## src/rtl/sync_fifo_pkg.sv

```systemverilog
// Shared constants for the synchronous FIFO slice.
package sync_fifo_pkg;

    // Default number of entries (power of two, at least 4).
    localparam int unsigned SYNC_FIFO_DEFAULT_DEPTH = 32'd8;

    // Default data bits per entry.
    localparam int unsigned SYNC_FIFO_DEFAULT_WIDTH = 32'd8;

endpackage : sync_fifo_pkg

```

## src/rtl/sync_fifo_mem.sv

```systemverilog
// Storage array for the synchronous FIFO: one write port and one registered
// read port. The array and the read register are deliberately not reset.
module sync_fifo_mem #(
    parameter int unsigned DEPTH  = 32'd8,
    parameter int unsigned WIDTH  = 32'd8,
    parameter int unsigned ADDR_W = 32'd3
) (
    input  logic              clk,
    input  logic              wr_en,
    input  logic [ADDR_W-1:0] wr_addr,
    input  logic [WIDTH-1:0]  wr_data,
    input  logic              rd_en,
    input  logic [ADDR_W-1:0] rd_addr,
    output logic [WIDTH-1:0]  rd_data
);

    logic [WIDTH-1:0] mem_r [DEPTH];
    logic [WIDTH-1:0] rd_data_r;

    // Write port: store the incoming word when the write is enabled.
    always_ff @(posedge clk) begin
        if (wr_en) begin
            mem_r[wr_addr] <= wr_data;
        end
    end

    // Read port: capture the addressed word only on an enabled read, hold otherwise.
    always_ff @(posedge clk) begin
        if (rd_en) begin
            rd_data_r <= mem_r[rd_addr];
        end
    end

    assign rd_data = rd_data_r;

endmodule : sync_fifo_mem

```

## src/rtl/sync_fifo_top.sv

```systemverilog
// Single-clock FIFO: pointers, occupancy count, accept logic and status flags.
// Reset is synchronous and active-high on the port named rstn.
module sync_fifo_top
    import sync_fifo_pkg::*;
#(
    parameter int unsigned FIFO_DEPTH = SYNC_FIFO_DEFAULT_DEPTH,
    parameter int unsigned FIFO_WIDTH = SYNC_FIFO_DEFAULT_WIDTH
) (
    input  logic                  clk,
    input  logic                  rstn,
    input  logic                  wren,
    input  logic [FIFO_WIDTH-1:0] wrdata,
    input  logic                  rden,
    output logic [FIFO_WIDTH-1:0] rddata,
    output logic                  full,
    output logic                  almost_full,
    output logic                  empty,
    output logic                  almost_empty
);

    localparam int unsigned PTR_W = $clog2(FIFO_DEPTH);
    localparam int unsigned CNT_W = PTR_W + 32'd1;

    localparam logic [PTR_W-1:0] PTR_ZERO = {PTR_W{1'b0}};
    localparam logic [PTR_W-1:0] PTR_ONE  = {{(PTR_W-1){1'b0}}, 1'b1};
    localparam logic [CNT_W-1:0] CNT_ZERO = {CNT_W{1'b0}};
    localparam logic [CNT_W-1:0] CNT_ONE  = {{(CNT_W-1){1'b0}}, 1'b1};
    localparam logic [CNT_W-1:0] CNT_FULL = CNT_W'(FIFO_DEPTH);
    localparam logic [CNT_W-1:0] CNT_AFUL = CNT_W'(FIFO_DEPTH - 32'd1);

    logic [PTR_W-1:0]      wr_ptr_r;
    logic [PTR_W-1:0]      rd_ptr_r;
    logic [CNT_W-1:0]      count_r;
    logic [CNT_W-1:0]      count_nxt_s;
    logic                  rd_valid_r;
    logic                  wr_ok_s;
    logic                  rd_ok_s;
    logic                  full_s;
    logic                  empty_s;
    logic [FIFO_WIDTH-1:0] mem_rd_data_s;

    // Flags come from the count register only, so no input reaches an output combinationally.
    always_comb begin
        full_s       = (count_r == CNT_FULL);
        empty_s      = (count_r == CNT_ZERO);
        full         = full_s;
        empty        = empty_s;
        almost_full  = (count_r >= CNT_AFUL);
        almost_empty = (count_r <= CNT_ONE);
    end

    // Accept logic: a write needs space, a read needs data.
    always_comb begin
        wr_ok_s = wren && !full_s;
        rd_ok_s = rden && !empty_s;
    end

    // Next occupancy: simultaneous accepted write and read leave the count unchanged.
    always_comb begin
        count_nxt_s = count_r;
        case ({wr_ok_s, rd_ok_s})
            2'b10:   count_nxt_s = count_r + CNT_ONE;
            2'b01:   count_nxt_s = count_r - CNT_ONE;
            default: count_nxt_s = count_r;
        endcase
    end

    // Pointer, count and read-valid state; reset discards everything that was queued.
    always_ff @(posedge clk) begin
        if (rstn) begin
            wr_ptr_r   <= PTR_ZERO;
            rd_ptr_r   <= PTR_ZERO;
            count_r    <= CNT_ZERO;
            rd_valid_r <= 1'b0;
        end else begin
            if (wr_ok_s) begin
                wr_ptr_r <= wr_ptr_r + PTR_ONE;
            end
            if (rd_ok_s) begin
                rd_ptr_r   <= rd_ptr_r + PTR_ONE;
                rd_valid_r <= 1'b1;
            end
            count_r <= count_nxt_s;
        end
    end

    // The storage read register has no reset; rddata reads as zero until the
    // first accepted read after reset reloads it.
    always_comb begin
        if (rd_valid_r) begin
            rddata = mem_rd_data_s;
        end else begin
            rddata = {FIFO_WIDTH{1'b0}};
        end
    end

    sync_fifo_mem #(
        .DEPTH  (FIFO_DEPTH),
        .WIDTH  (FIFO_WIDTH),
        .ADDR_W (PTR_W)
    ) u_mem (
        .clk     (clk),
        .wr_en   (wr_ok_s && !rstn),
        .wr_addr (wr_ptr_r),
        .wr_data (wrdata),
        .rd_en   (rd_ok_s && !rstn),
        .rd_addr (rd_ptr_r),
        .rd_data (mem_rd_data_s)
    );

endmodule : sync_fifo_top

```

## config.mk

```make
export PLATFORM = sky130hd
export DESIGN_NAME = sync_fifo_top
export DESIGN_NICKNAME = d
export VERILOG_FILES = /design/src/rtl/sync_fifo_pkg.sv /design/src/rtl/sync_fifo_mem.sv /design/src/rtl/sync_fifo_top.sv
export SDC_FILE = /design/constraint.sdc
export NUM_CORES = 1
export LEC_CHECK = 0
export CAP_MARGIN = 40
export CORE_UTILIZATION = 42
export DETAILED_ROUTE_END_ITERATION = 16
export PLACE_DENSITY = 0.65
export SKIP_CTS_REPAIR_TIMING = 1
export SYNTH_ARGS = -nofsm -noshare
export SYNTH_HDL_FRONTEND = slang
export SYNTH_HIERARCHICAL = 1
export SYNTH_SLANG_ARGS = --single-unit
export TNS_END_PERCENT = 30
```

## constraint.sdc

```tcl
create_clock -name clk -period 2.9 [get_ports clk]
set_clock_uncertainty 0.05 [all_clocks]
set_input_delay 0.435 -clock clk [delete_from_list [all_inputs] [get_ports clk]]
set_output_delay 0.435 -clock clk [all_outputs]
set_load 0.02 [all_outputs]
```

# Word level (Yosys, flattened, before mapping)

Memories as Yosys holds them, arrays and structs flattened. A register that Yosys moved wholly into a read port is not among the register bits.
Cells that the tools add are included.

Add/sub/neg operators: 4
Order comparisons: 2
Eq/ne operators: 3
Muxes and demuxes: 4
Reduce and logical (&&, ||, !) cells: 9

Operators with widths:

| kind                                                               | number |
|---|---|
| two-way mux 8 bit                                                  | 1 |
| one-hot mux 4 bit (2 select lines)                                 | 1 |
| adder 3 x 1 -> 3 bit (second input constant)                       | 2 |
| adder 4 x 1 -> 4 bit (second input constant)                       | 1 |
| equality test 4 bit (second input constant)                        | 1 |
| greater-or-equal comparator 4 x 3 -> 1 bit (second input constant) | 1 |
| <= comparator 4 x 1 -> 1 bit (second input constant)               | 1 |
| logical AND 1 bit                                                  | 4 |
| logical NOT 4 bit                                                  | 1 |
| subtractor 4 x 1 -> 4 bit (second input constant)                  | 1 |
| logical NOT 1 bit                                                  | 3 |
| equality test 2 x 1 -> 1 bit (second input constant)               | 1 |
| equality test 2 bit (second input constant)                        | 1 |
| two-way mux 1 bit                                                  | 2 |
| nonzero test 2 bit                                                 | 1 |

Register bits after elaboration: 11
Bits in writable memories: 64
Bits of input ports: 12
Output and inout bits: 12
Word-level logic and storage cells: 27
Memories: 1

Memories:

| memory      | depth | bits a word | read ports | clocked after memory_dff | write ports | RTL line            | text |
|---|---|---|---|---|---|---|---|
| u_mem.mem_r | 8     | 8           | 1          | 1                        | 1           | sync_fifo_mem.sv:17 | `logic [WIDTH-1:0] mem_r [DEPTH];` |

# Logic depth before layout (Yosys ltp)

Gate-level depths: netlist of run 1.

Depth after elaboration: 6
Gate-level depth with buffers: 9
Gate-level depth less buffers: 9

# Cells and area by module

Netlist of run 1, hierarchy kept.

By module, submodules not included:

| module        | instances | cells each | area each (um^2) | sequential area each (um^2) |
|---|---|---|---|---|
| sync_fifo_mem | 1         | 114        | 2771.4           | 2162.1 |
| sync_fifo_top | 1         | 79         | 653.1            | 220.2 |

# Worst setup path before layout of run 1

OpenSTA, ideal clock, no wires.

Path type: flip-flop to flip-flop
Start point: register count_r[0]
End point: register count_r[3]
Arrival time: 2.110 ns
Setup slack: 0.617 ns
Cell stages (with the launch flop): 10
Buffers on the path: 0
Cells stage by stage: dfxtp_1 -> inv_1 -> ha_1 -> or3b_2 -> nand2_1 -> inv_1 -> ha_1 -> or4b_1 -> a21oi_1 -> mux2_1

Word-level cells in the longest chain between the ends: 5

Ends and longest elaborated chain:

| element                                                                         | RTL line            | text |
|---|---|---|
| start: declaration                                                              | sync_fifo_top.sv:33 | `logic [CNT_W-1:0] count_r;` |
| start signal: assignment                                                        | sync_fifo_top.sv:83 | `count_r <= count_nxt_s;` |
| logical NOT 4 bit *                                                             | sync_fifo_top.sv:45 | `empty_s = (count_r == CNT_ZERO);` |
| logical NOT 1 bit *                                                             | sync_fifo_top.sv:55 | `rd_ok_s = rden && !empty_s;` |
| logical AND 1 bit *                                                             | sync_fifo_top.sv:55 |  |
| named net rd_ok_s                                                               | sync_fifo_top.sv:37 | `logic rd_ok_s;` |
| equality test 2 x 1 -> 1 bit / equality test 2 bit (equally long branches)      | sync_fifo_top.sv:61 | `case ({wr_ok_s, rd_ok_s})` |
| one-hot mux 4 bit (2 select lines) / nonzero test 2 bit (equally long branches) | --                  |  |

The timed path passes the listed nets; every way through them passes the cells marked *.
A chain may end at the register's enable or synchronous reset.

# Final worst setup path of run 1

Start point: register count_r[0]
End point: output empty

Word-level cells in the longest chain between the ends: 1

Ends and longest elaborated chain:

| element           | RTL line            | text |
|---|---|---|
| logical NOT 4 bit | sync_fifo_top.sv:45 |  |
| end: declaration  | sync_fifo_top.sv:17 | `output logic empty,` |

Every way passes these cells.

==> results.md, run 1 <==
- Synth area leader: edfxtp_1
- Slew @ Worst Pin: 0.727 ns
- Vias in the first global route: 1,705
- IO Port Bufs: 23
- Period minus WS final: 2.71 ns
- R2R Setup Slk: 0.46 ns
- Area delta synth->final: 17.0%
- Initial antenna violation count: 0
- CP endpoint: empty
- Syn. warnings: 6
- Synthesized area per cell: 17.7 sq um
- Fmax: 368 MHz
- Seq cells post-synth: 83
- Period utilization: 93.6%
- # DRC: 0
- # H-tree levels: 3
- Core area: 7810 sq um
- Critical Path Source: count_r[0]
- Critical Path Slowest Stage Cell: clkdlybuf4s50_1
- Max Root-Sink Buffers: 2
- CP Class: reg2out
- DRT antenna net count: 0
- Placer's final routability congestion estimate: 0.724
- Worst setup EP type: output port
- Maxcap violations: 0
- Synth unique cells: 32
- Worst ir drop on vdd: 0.229 mV
- Root buf cell: clkbuf_8
- Final hold violation count: 0
- CTS tree: done
- Leak: 1.38 nW
- WL final: 5.44 mm
- Detail Placement HPWL: 3.47 mm
- Reg2reg start: count_r[0]
- Die Ht: 92.3 microns
- Grt total ovfl: 0
- Post-Syn Area: 3420 sq um
- # diodes: 0
- FP Rows: 32
- GR Util All Layers: 13.9%
- Pin count of the biggest net entering global routing: 19
- Fraction of registers with async set/reset: 0%
- Ratio of cells with drive above 1 in the final layout: 16.0%
- Reg2reg end: count_r[3]
- Setup TNS: 0 ns
- Top cells by count, synth: 72 x edfxtp_1, 15 x mux4_1, 15 x nor2_1
- Max-slew violation count: 0
- CTS sink cnt: 83
- Routed wire length per instance: 16.1 microns
- Clock transition at path regs: 0.08 ns
- CTS Buf Count: 9
- R2r worst-path depth: 9
- Starting Density: 43.9%
- PwrDens: 701 nW/um^2
- Top post-synthesis cells by area: edfxtp_1 63%, mux4_1 12%, dfxtp_1 6.4%, mux2_2 3.3%, ha_1 2.2%
- Post-Syn Instances: 193
- Required @ worst endpoint: 2.41 ns
- DR iter-0 viols: 96
- Critical Path Most Common Cell: inv_1
- CP startpoint kind: register
- IO Pins: 24
- Post-Syn Nets: 211
- Crit-path max cell delay: 0.61 ns
- Status: completed
- Final core utilization: 51.3%
- DIE AREA: 8520 sq um
- Vias post-DR: 1,723
- Number of synthesized flops with an enable pin: 72
- Final Setup Violations: 0
- Hold Path Class: reg2reg
- Dominant synthesized flop cell: edfxtp_1
- First-pass GRT wire length: 8.50 mm
- Routed vias/inst: 5.08
- Crit path DAT: 2.23 ns
- Nets@finish: 251
- Drt first pass iters: 4
- Post-synth top area share: 63.1%
- CP Cell Sequence: inv_1 -> ha_1 -> or3b_2 -> inv_1 -> clkdlybuf4s50_1
- Seq/Total Area, Yosys: 69.6%
- Die width: 92.3 microns
- Top-count cell post-synth: edfxtp_1
- RSZ-0062 raised after global routing: no
- Crit Path Max Fanout: 6
- Clock insertion delay at the later pin of the skew report: 0.34 ns
- Slew Limit Headroom: 51.4%
worst max-delay path: cells and delay by family (launching register included):
family | cells | cell delay (ns)
adders and majority gates | 1 | 0.20
buffers and inverters | 3 | 0.81
DFF | 1 | 0.37
and+or+nand+nor | 1 | 0.51
stage by stage:
stage                     hold slack, ns  power, mW  setup WS, ns  instance area, sq um  cells
after floorplan                    0.419       1.88         0.617                  3420    193
after detailed placement           0.470       2.06         0.449                  3820    324
after CTS                          0.482       2.83         0.165                  4010    339
after global placement             0.467       2.06         0.467                  3820    324
final                              0.483       2.81         0.185                  4010    339
after global routing               0.503       2.94        0.0399                  4010    339
registers in the layout, indices dropped and copies added, names as in the netlist:
signal	count
u_mem/rd_data	8
count_r	4
rd_valid_r	1
u_mem/mem_r	64
rd_ptr_r	3
wr_ptr_r	3
layout by cell type, fill, tap and decap left out, types with 2 or more instances in the layout:
cell type	Yosys	routed
or3_1	2	2
nor3_1	3	3
clkinv_1	0	2
a21oi_1	7	7
ha_1	6	6
edfxtp_1	72	72
clkdlybuf4s50_1	0	23
inv_1	7	7
dfxtp_1	11	11
nand2b_1	3	3
xor2_1	2	2
clkbuf_8	0	9
nor2_1	15	15
mux2_2	10	10
nor2b_1	3	3
nand2_1	4	4
o21ai_0	5	5
nand3_1	4	4
clkinv_4	0	2
and2_1	8	8
buf_4	0	12
mux4_1	15	15
per-layer routing:
metal | part of all wire (%) | global-route usage (%) | wire (microns)
met1 | 49 | 17.9 | 2660
met2 | 46 | 21.9 | 2500
met3 | 2.4 | 2.71 | 129
met4 | 2.8 | 8.59 | 153
met5 | 0 | 0 | 0
cell type report:
cell class / count / area (sq um)
clock inverters: 5 / 55.1
repair buffers: 35 / 320
multi-input cells: 97 / 968
clock buffers: 10 / 128
flip-flops and latches: 83 / 2380
inverters: 7 / 26.3
fillers: 635 / 3800
well taps: 102 / 128
worst min path at each step:
stage,startpoint,end,slack [ns],cells past startpoint
floorplan,rd_ptr_r[1],rd_ptr_r[1],0.42,2
global placement,rd_ptr_r[0],rd_ptr_r[0],0.47,2
detailed placement,rd_ptr_r[0],rd_ptr_r[0],0.47,2
CTS,rd_ptr_r[0],rd_ptr_r[0],0.48,2
global route,rd_ptr_r[0],rd_ptr_r[0],0.50,2
finish,rd_ptr_r[0],rd_ptr_r[0],0.48,2
cells by family after synthesis:
group / share of synthesized area, %
AOI/OAI and AO/OA: 2.23
xor gates and xnor gates: 0.512
adders and majority gates: 2.19
buffers and inverters: 2.16
DFF: 69.6
muxes: 16.1
and+or+nand+nor: 7.27
where the power goes:
group / internal, mW / switching, mW / total (mW)
sequential: 1.38 / 0.0583 / 1.43
clock: 0.391 / 0.386 / 0.776
combinational: 0.314 / 0.284 / 0.598
Note: power is estimated with default switching activity, not from simulation.
==> inputs of run 2 (changes only) <==
--- a/config.mk
+++ b/config.mk
@@ -8,6 +8,7 @@
 export CAP_MARGIN = 40
 export CORE_UTILIZATION = 42
 export DETAILED_ROUTE_END_ITERATION = 16
+export MAX_ROUTING_LAYER = met4
 export PLACE_DENSITY = 0.65
 export SKIP_CTS_REPAIR_TIMING = 1
 export SYNTH_ARGS = -nofsm -noshare
==> results.md, run 2 (synthesis results as in run 1) <==
- Nets@finish: 251
- Most common cell after layout, fill and taps aside: edfxtp_1
- Vias in the first global route: 1,707
- Most frequent cells in the layout: 72 x edfxtp_1, 23 x clkdlybuf4s50_1, 15 x nor2_1, 15 x mux4_1, 12 x buf_4
- Status: completed
- Period minus WS final: 2.71 ns
- CTS tree: done
- Worst hold path stage count: 2
- Reg2reg end: count_r[3]
- RSZ-0062 raised after global routing: no
- GRT busiest layer: met2
- Slew @ Worst Pin: 0.727 ns
- Design Area, Final: 4010 sq um
- First-pass GRT wire length: 8.50 mm
- Critical Path Most Common Cell: inv_1
- # H-tree levels: 3
- Reg with most FFs: u_mem/mem_r
- DR iter-0 viols: 72
- Period utilization: 93.6%
- WL final: 5.45 mm
- CP Class: reg2out
- Met3 usage: 2.46%
- Starting Density: 43.9%
- R2R Setup Slk: 0.46 ns
- Clock transition at path regs: 0.08 ns
- Critical Path Slowest Stage Cell: clkdlybuf4s50_1
- WHS: 0.483 ns
- PwrDens: 700 nW/um^2
- IO Port Bufs: 23
- Met2 GRT Util: 21.9%
- Maxcap violations: 0
- Max reg flops: 64
- Max Root-Sink Buffers: 2
- Final hold violation count: 0
- Max-slew violation count: 0
- Worst ir drop on vdd: 0.230 mV
- Placer's final routability congestion estimate: 0.732
- Slack of the critical path: 0.186 ns
- CP startpoint kind: register
- HP Start: rd_ptr_r[0]
- Clock insertion delay at the later pin of the skew report: 0.34 ns
- Hold Path Class: reg2reg
- Placed instance count: 324
- Leak: 1.38 nW
- Pre-CTS setup slack: 0.449 ns
- Routed vias/inst: 5.10
- Drt first pass iters: 4
- Slew Limit Headroom: 51.5%
- Reg2reg start: count_r[0]
- R2r worst-path depth: 9
- Die width: 92.3 microns
- GR Util All Layers: 14.3%
- # DRC: 0
- Worst setup EP type: output port
- Initial antenna violation count: 0
- Setup TNS: 0 ns
- Crit Path Max Fanout: 6
- Grt total ovfl: 0
- IO Pins: 24
- Core area: 7810 sq um
- DIE AREA: 8520 sq um
- Root buf cell: clkbuf_8
- Area delta synth->final: 17.0%
- Crit path DAT: 2.23 ns
- FP Rows: 32
- Detail Placement HPWL: 3.47 mm
- Sink of the worst hold path: rd_ptr_r[0]
- Vias post-DR: 1,728
- GRT met1 Usage: 17.9%
- Final Setup Violations: 0
- CTS sink cnt: 83
- Required @ worst endpoint: 2.41 ns
- Die Ht: 92.3 microns
- Pin count of the biggest net entering global routing: 19
- Crit-path max cell delay: 0.61 ns
- CTS Buf Count: 9
- Placed Instance Area: 3820 sq um
- DRT antenna net count: 0
- CP Cell Sequence: inv_1 -> ha_1 -> or3b_2 -> inv_1 -> clkdlybuf4s50_1
- Fmax: 368 MHz
- # diodes: 0
- Final std cells w/o fill: 339
- Routed wire length per instance: 16.1 microns
- Ratio of cells with drive above 1 in the final layout: 16.0%
[run 2: cell counts in the layout (fill, tap and decap cells not counted)]
Identical to the previous run, type by type.
[run 2: area by class of cell]
type	instances	area, sq um
clock buffers	10	128
clock inverters	5	55.1
fillers	635	3800
inverters	7	26.3
multi-input cells	97	968
flip-flops and latches	83	2380
well taps	102	128
repair buffers	35	320
[run 2: worst max path at each step]
stage / slack [ns] / startpoint / end
2_1_floorplan: 0.62 / count_r[0] / count_r[3]
3_3_place_gp: 0.47 / rden / count_r[3]
3_5_place_dp: 0.45 / rden / count_r[3]
4_1_cts: 0.17 / count_r[1] / empty
5_1_grt: 0.04 / count_r[0] / empty
6_report: 0.19 / count_r[0] / empty
[run 2: report_power, final]
group          switching, mW  internal, mW  leakage, nW  total, mW
Combinational          0.284         0.314        0.543      0.598
Sequential            0.0583          1.38        0.741       1.43
Clock                  0.384         0.391       0.0914      0.775
[run 2: critical path, delay by kind of cell (launching register included)]
family        cells  cell delay, ns
fa+ha+maj         1            0.20
flops             1            0.37
buf+inv           3            0.81
simple gates      1            0.51
[run 2: routing by layer]
layer / vias up / part of all wire (%)
li1: 833 / -
met4: 0 / 2.8
met3: 14 / 2.4
met5: - / 0
met1: 847 / 49
met2: 34 / 46
[run 2: per-stage QoR]
stage	util, %	power, mW
after CTS	51.3	2.83
after global routing	51.3	2.94
after global placement	49.0	2.06
after detailed placement	49.0	2.06
final	51.3	2.81
after floorplan	-	1.88
